==> src/rtl/mem_dump.sv <==
// Memory read-back engine: walks a word-address range with single reads on the
// request/ack bus and streams each word to a valid/ready host port.
// Optional per-read ack timeout is enabled by defining MEM_DUMP_TIMEOUT_EN.
module mem_dump #(
    parameter int unsigned TIMEOUT_CYCLES = 255
) (
    input  logic        clk,
    input  logic        rst,
    input  logic        start,
    input  logic [15:0] start_addr,
    input  logic [15:0] count,
    output logic [15:0] mem_addr,
    output logic        mem_rd_req,
    output logic        mem_wr_req,
    input  logic [15:0] mem_rd_data,
    input  logic        mem_busy,
    input  logic        mem_ack,
    output logic [15:0] out_data,
    output logic [15:0] out_addr,
    output logic        out_valid,
    input  logic        out_ready,
    output logic        active,
    output logic        done,
    output logic        error
);

    typedef enum logic [2:0] {
        IDLE,
        REQ,
        WAIT,
        OUT,
        FIN
    } state_t;

    state_t      state;
    state_t      state_nxt;
    logic [15:0] addr;
    logic [15:0] remaining;
    logic        timeout_hit;

    assign mem_addr   = addr;
    assign mem_wr_req = 1'b0;

    always_ff @(posedge clk or posedge rst) begin
        if (rst) begin
            state <= IDLE;
        end else begin
            state <= state_nxt;
        end
    end

    // Control outputs are decoded from the state so a reset clears them at once.
    always_comb begin
        state_nxt  = state;
        mem_rd_req = 1'b0;
        active     = 1'b0;
        done       = 1'b0;
        case (state)
            IDLE: begin
                if (start) begin
                    state_nxt = (count == 16'd0) ? FIN : REQ;
                end
            end
            REQ: begin
                active = 1'b1;
                if (!mem_busy) begin
                    mem_rd_req = 1'b1;
                    state_nxt  = WAIT;
                end
            end
            WAIT: begin
                active = 1'b1;
                if (mem_ack) begin
                    state_nxt = OUT;
                end else if (timeout_hit) begin
                    state_nxt = FIN;
                end
            end
            OUT: begin
                active = 1'b1;
                if (out_ready) begin
                    state_nxt = (remaining == 16'd1) ? FIN : REQ;
                end
            end
            FIN: begin
                active    = 1'b1;
                done      = 1'b1;
                state_nxt = IDLE;
            end
            default: begin
                state_nxt = IDLE;
            end
        endcase
    end

    always_ff @(posedge clk or posedge rst) begin
        if (rst) begin
            addr      <= '0;
            remaining <= '0;
            out_data  <= '0;
            out_addr  <= '0;
            out_valid <= 1'b0;
        end else begin
            case (state)
                IDLE: begin
                    if (start) begin
                        addr      <= start_addr;
                        remaining <= count;
                    end
                end
                WAIT: begin
                    if (mem_ack) begin
                        out_data  <= mem_rd_data;
                        out_addr  <= addr;
                        out_valid <= 1'b1;
                    end
                end
                OUT: begin
                    if (out_ready) begin
                        out_valid <= 1'b0;
                        addr      <= addr + 16'd1;
                        remaining <= remaining - 16'd1;
                    end
                end
                default: begin
                end
            endcase
        end
    end

`ifdef MEM_DUMP_TIMEOUT_EN
    logic [31:0] wait_cnt;

    // wait_cnt is 0 in the first WAIT cycle, so the abort lands on the
    // TIMEOUT_CYCLES-th cycle spent waiting without an ack.
    assign timeout_hit = (state == WAIT) && !mem_ack &&
                         ((wait_cnt + 32'd1) >= TIMEOUT_CYCLES);

    always_ff @(posedge clk or posedge rst) begin
        if (rst) begin
            wait_cnt <= '0;
            error    <= 1'b0;
        end else begin
            if (state == IDLE && start) begin
                error <= 1'b0;
            end else if (timeout_hit) begin
                error <= 1'b1;
            end
            if (state == WAIT && !mem_ack) begin
                wait_cnt <= wait_cnt + 32'd1;
            end else begin
                wait_cnt <= '0;
            end
        end
    end
`else
    logic unused_cfg;

    assign unused_cfg  = (TIMEOUT_CYCLES == 0);
    assign timeout_hit = 1'b0;
    assign error       = 1'b0;
`endif

endmodule

==> config.mk <==
export PLATFORM = sky130hd
export DESIGN_NAME = mem_dump
export DESIGN_NICKNAME = d
export VERILOG_FILES = /design/src/rtl/mem_dump.sv
export SDC_FILE = /design/constraint.sdc
export NUM_CORES = 1
export LEC_CHECK = 0
export BUFFER_PORTS_ARGS = -buffer_cell sky130_fd_sc_hd__buf_4
export CAP_MARGIN = 15
export CORE_UTILIZATION = 40
export DETAILED_ROUTE_END_ITERATION = 8
export GPL_TIMING_DRIVEN = 0
export PLACE_DENSITY_LB_ADDON = 0.1
export REMOVE_ABC_BUFFERS = 1
export SLEW_MARGIN = 15
export SYNTH_ARGS = -nofsm -noshare
export SYNTH_HDL_FRONTEND = slang
export SYNTH_SLANG_ARGS = --single-unit
==> constraint.sdc <==
create_clock -name clk -period 2.26 [get_ports clk]
set_input_delay 0.226 -clock clk [delete_from_list [all_inputs] [get_ports clk]]
set_output_delay 0.226 -clock clk [all_outputs]
set_load 0.005 [all_outputs]
### Word level (Yosys, flattened, before mapping)

Index checks and enable logic that the tools add are counted.

| storage, ports and cells | value |
|---|---|
| bits in registers | 68 |
| latch bits | 0 |
| bits in writable memories | 0 |
| bits in read-only memories | 0 |
| output and inout port bits | 54 |
| word-level logic and storage cells | 46 |
| memories kept | 0 |

| operators by class | value |
|---|---|
| add/sub/neg operators | 2 |
| multipliers | 0 |
| divide/modulo/power cells | 0 |
| order comparisons | 0 |
| eq/ne operators | 9 |
| shift operators | 0 |
| muxes and demuxes | 20 |
| bitwise operators | 0 |
| reduce and logical (&&, ||, !) cells | 9 |

Operator list:

| kind | number |
|---|---|
| 16-bit two-way mux | 4 |
| 16-bit case mux with 2 select lines | 2 |
| 3-bit two-way mux | 6 |
| 16-bit by 1-bit adder with 16-bit output (second input constant) | 1 |
| 16-bit by 1-bit equality test with 1-bit output (second input constant) | 1 |
| 16-bit logical NOT | 1 |
| 16-bit by 1-bit subtractor with 16-bit output (second input constant) | 1 |
| 3-bit case mux with 4 select lines | 1 |
| 2-bit inequality test (second input constant) | 4 |
| 3-bit by 2-bit equality test with 1-bit output (second input constant) | 2 |
| 1-bit two-way mux | 6 |
| 3-bit AND reduction | 2 |
| 4-bit AND reduction | 1 |
| 2-bit nonzero test | 2 |
| 4-bit OR reduction | 1 |
| 3-bit by 1-bit equality test with 1-bit output (second input constant) | 1 |
| 3-bit equality test (second input constant) | 1 |
| 3-bit logical NOT | 1 |
| 1-bit case mux with 2 select lines | 1 |
| 2-bit AND reduction | 1 |

### Logic depth before layout (Yosys ltp)

| depth | value |
|---|---|
| word-level depth | 4 |
| gate-level depth with buffers | 8 |

### Worst setup path after synthesis

No wires, ideal clock.

| path | value |
|---|---|
| path type | register to register |
| from | register state[2] |
| to | register addr[15] (netlist: mem_addr[15]) |
| setup time | 0.096 ns |
| data arrival time | 1.890 ns |
| setup slack | 0.275 ns |
| cell stages (with the launch flop) | 8 |
| buffers on the path | 3 |
| cells stage by stage | dfrtp_1 > buf_6 > or4b_4 > buf_6 > and2_4 > buf_6 > o311a_1 > a311oi_2 |

| between the ends | value |
|---|---|
| cells in the longest elaborated chain, start to end | 3 |

Ends and longest elaborated chain:

| what | line | text |
|---|---|---|
| start, declared | 35 | `state_t state;` |
| start signal, assigned | 48 | `state <= state_nxt;` |
| 3-bit by 2-bit equality test with 1-bit output or 3-bit logical NOT (tied branches) | 104 | `case (state)` |
| 2-bit inequality test (no source line) or 2-bit nonzero test (tied branches) | n/a |  |
| 3-bit AND reduction (no source line) | n/a |  |
| end signal, assigned | 107 | `addr <= start_addr;` |
| end signal, assigned | 121 | `addr <= addr + 16'd1;` |
| end, declared | 37 | `logic [15:0] addr;` |

Parallel ways exist; a longest one is shown, timed or not.
A chain may end at the register's enable or synchronous reset.

### Worst setup path in the final report

| path | value |
|---|---|
| from | register state[0] |
| to | register addr[15] (netlist: mem_addr[15]) |

Same word-level chain as after synthesis.

==> flow_summary.toml <==
[run_status]
status = "completed"

[worst_setup_path]
critPathLaunchType = "register"
path_cells = "or4b_4, and2_4, o311a_1, a311oi_2"
slowest_delay_ps = 630
required_ps = 2490
path_buf_inv = 0
cp-end-kind = "register"
cpLargestDelayFamily = "simple AND/OR/NAND/NOR gates"
cpMaxStageDelayCell = "or4b_4"
crit_fanout = 35
worstSetupPathType = "reg -> reg"
worstPathArrival_ps = 2390

[power]
ir_drop_uv = 617
p_per_area_nw_per_um2 = 1330
p_total_mw = 6.10
leakagePower_nw = 1.94

[logic_synthesis]
postSynthCellCount = 359
yosysMostFrequentCell = "dfrtp_1"
synth-edff-count = 0
ys_seq_area_frac = 0.475
yosysUniqueCellTypes = 52
synth_top_area_share = 0.475
ys.flop_type = "dfrtp_1"
synth-seq-cells = 68
yosysTopAreaCell = "dfrtp_1"
synth_area_leaders = "dfrtp_1 (47%), mux2_2 (10%), a21oi_1 (4.7%)"
yosys_warnings = 0
synth_common_cells = "dfrtp_1 (68), a21oi_1 (34), mux2_2 (32)"
avgSynthCellArea_um2 = 9.98
mappedNetlistArea_um2 = 3580
synth-async-reset-ratio = 1.00

[final_layout]
area_growth_pct = 28.3
multi_input_area_um2 = 1730
nFillCells = 805
final_util = 0.530
fin_cells = 558
nets = 504
drive_above_1_share = 0.362
seq_area_um2 = 1700
diodes = 0

[die]
core_area_um2 = 8680
chipWidth_um = 96.7
initial_utilization = 0.413
ioPinCount = 108
die_h_um = 96.7
die-area_um2 = 9340
rows = 34

[global_routing]
grtUsageMet1 = 0.266
grt.busiest_layer = "met2"
grt_pass1_vias = 2951
grt_pass1_wl_mm = 14.7
antenna_found_initial = 0
grt_max_degree = 49
overflow = 0
use_met2 = 0.303
grt_util_met3 = 0.0426
grt.total_usage = 0.194

[place]
pre_cts_slack_ps = -161
gp_congestion = 0.830
placed_cells = 542
portBuffers = 105
dp.final_hpwl_mm = 6.09

[drt]
wire_per_inst_um = 16.4
via_per_inst = 5.72
ant_nets = 0
wl_mm = 9.13
post-route-drc-count = 0
vias = 3190
drt-initial-drc-count = 190
dr.pass1.iters = 6

[clocking]
cts-root-buf = "clkbuf_8"
clock_latency_ps = 330
clkTransAtPathRegs_ps = 70
cts_max_path_buffers = 2
numCtsBuffers = 9
htree_levels = 3
clkSinkCount = 68
cts_tree = "yes"

[timing]
setup_viol = 0
period_needed_ps = 2160
hold_viol = 0
tns_ps = 0
setup_slack_ps = 98.0
report.final.slew_viol_count = 0
finalCritPeriodShare = 0.957
max_freq_ghz = 0.463
worst_pin_slew_ps = 790
skew_ps = 10.8
slew_headroom = 0.469
rsz0062_at_grt = "false"

[flow_run]
maxCapViolations = 0

[hold_path]
hold_path.class = "in -> reg"
-- cells in the final DEF (no fill, tap or decap), types with 5 or more instances in the layout --
cell       instances
nor2_1            16
inv_1              6
o22ai_1           10
dfrtp_1           66
nand4_1            9
nor4_1             7
nand3b_1           5
nand2b_1           5
o21ai_0           22
buf_4            105
nand3_1           14
mux2_2            32
nand2_1           24
a2bb2oi_1         10
a21oi_1           34
clkbuf_8          10
nor3_1             7
-- state kept, by name, indices dropped and copies added, names as in the netlist --
name,count
mem_addr,16
state,3
out_addr,16
out_valid,1
remaining,16
out_data,16
-- layer usage --
metal,vias to the layer above,wire length (um)
met5,-,0
met4,0,126
met3,10,421
met2,103,4270
met1,1569,4300
li1,1508,-
-- area by class of cell --
cell class | count | area share
multi-input combinational | 253 | 0.375
sequential | 68 | 0.371
tap | 108 | 0.0294
timing repair buffer | 108 | 0.184
inverter | 7 | 0.00626
clock buffer | 12 | 0.0316
clock inverter | 2 | 0.00272
-- through the flow --
| step | area, um^2 | hold slack [ps] |
|---|---|---|
| 2_1_floorplan | 3430 | 361 |
| 3_3_place_gp | 4360 | 445 |
| 3_5_place_dp | 4410 | 209 |
| 4_1_cts | 4580 | 100 |
| 5_1_grt | 4600 | 106 |
| 6_report | 4600 | 118 |
-- kinds of logic after synthesis --
logic type | Yosys count | synth area share
buf+inv | 40 | 0.0503
mux | 34 | 0.106
fa+ha+maj | 3 | 0.0105
compound gates | 102 | 0.182
simple gates | 110 | 0.172
flops | 68 | 0.475
xor+xnor | 1 | 0.00244
other cells | 1 | 0.00105
-- what timing repair did --
| action | in CTS | in global routing |
|---|---|---|
| setup endpoints to repair | 12 | 14 |
| hold buffers | 1 | 0 |
| gates cloned | 0 | 1 |
| buffers inserted | 0 | 0 |
| hold endpoints to repair | 20 | 0 |
| pin swaps | 0 | 1 |
| gates resized for setup | 2 | 3 |
-- final timing paths --
| path | startpoint | endpoint | slack, ps | cells past startpoint |
|---|---|---|---|---|
| worst max-delay path | state[0]$_DFFE_PP0P_ | mem_addr[15]$_DFFE_PP0P_ | 100 | 4 |
| worst min-delay path | mem_rd_data[15] | out_data[15]$_DFFE_PP0P_ | 120 | 2 |
| worst max register to register | state[0]$_DFFE_PP0P_ | mem_addr[15]$_DFFE_PP0P_ | 100 | 4 |
| worst min register to register | out_data[15]$_DFFE_PP0P_ | out_data[15]$_DFFE_PP0P_ | 490 | 1 |
| max in group asynchronous | rst | remaining[11]$_DFFE_PP0P_ | 1320 | 4 |
| min in group asynchronous | rst | out_data[3]$_DFFE_PP0P_ | 410 | 3 |
-- worst register-to-register path: stages, from the launching register on --
cell      delay [ps]
dfrtp_2          510
or4b_4           630
and2_4           280
o311a_1          410
a311oi_2         240
-- power by group --
group | switching, mW | internal [mW]
clock | 0.429 | 0.416
combinational | 1.27 | 1.49
sequential | 0.673 | 1.82
total | 2.37 | 3.73
(Power assumes the default switching activity.)
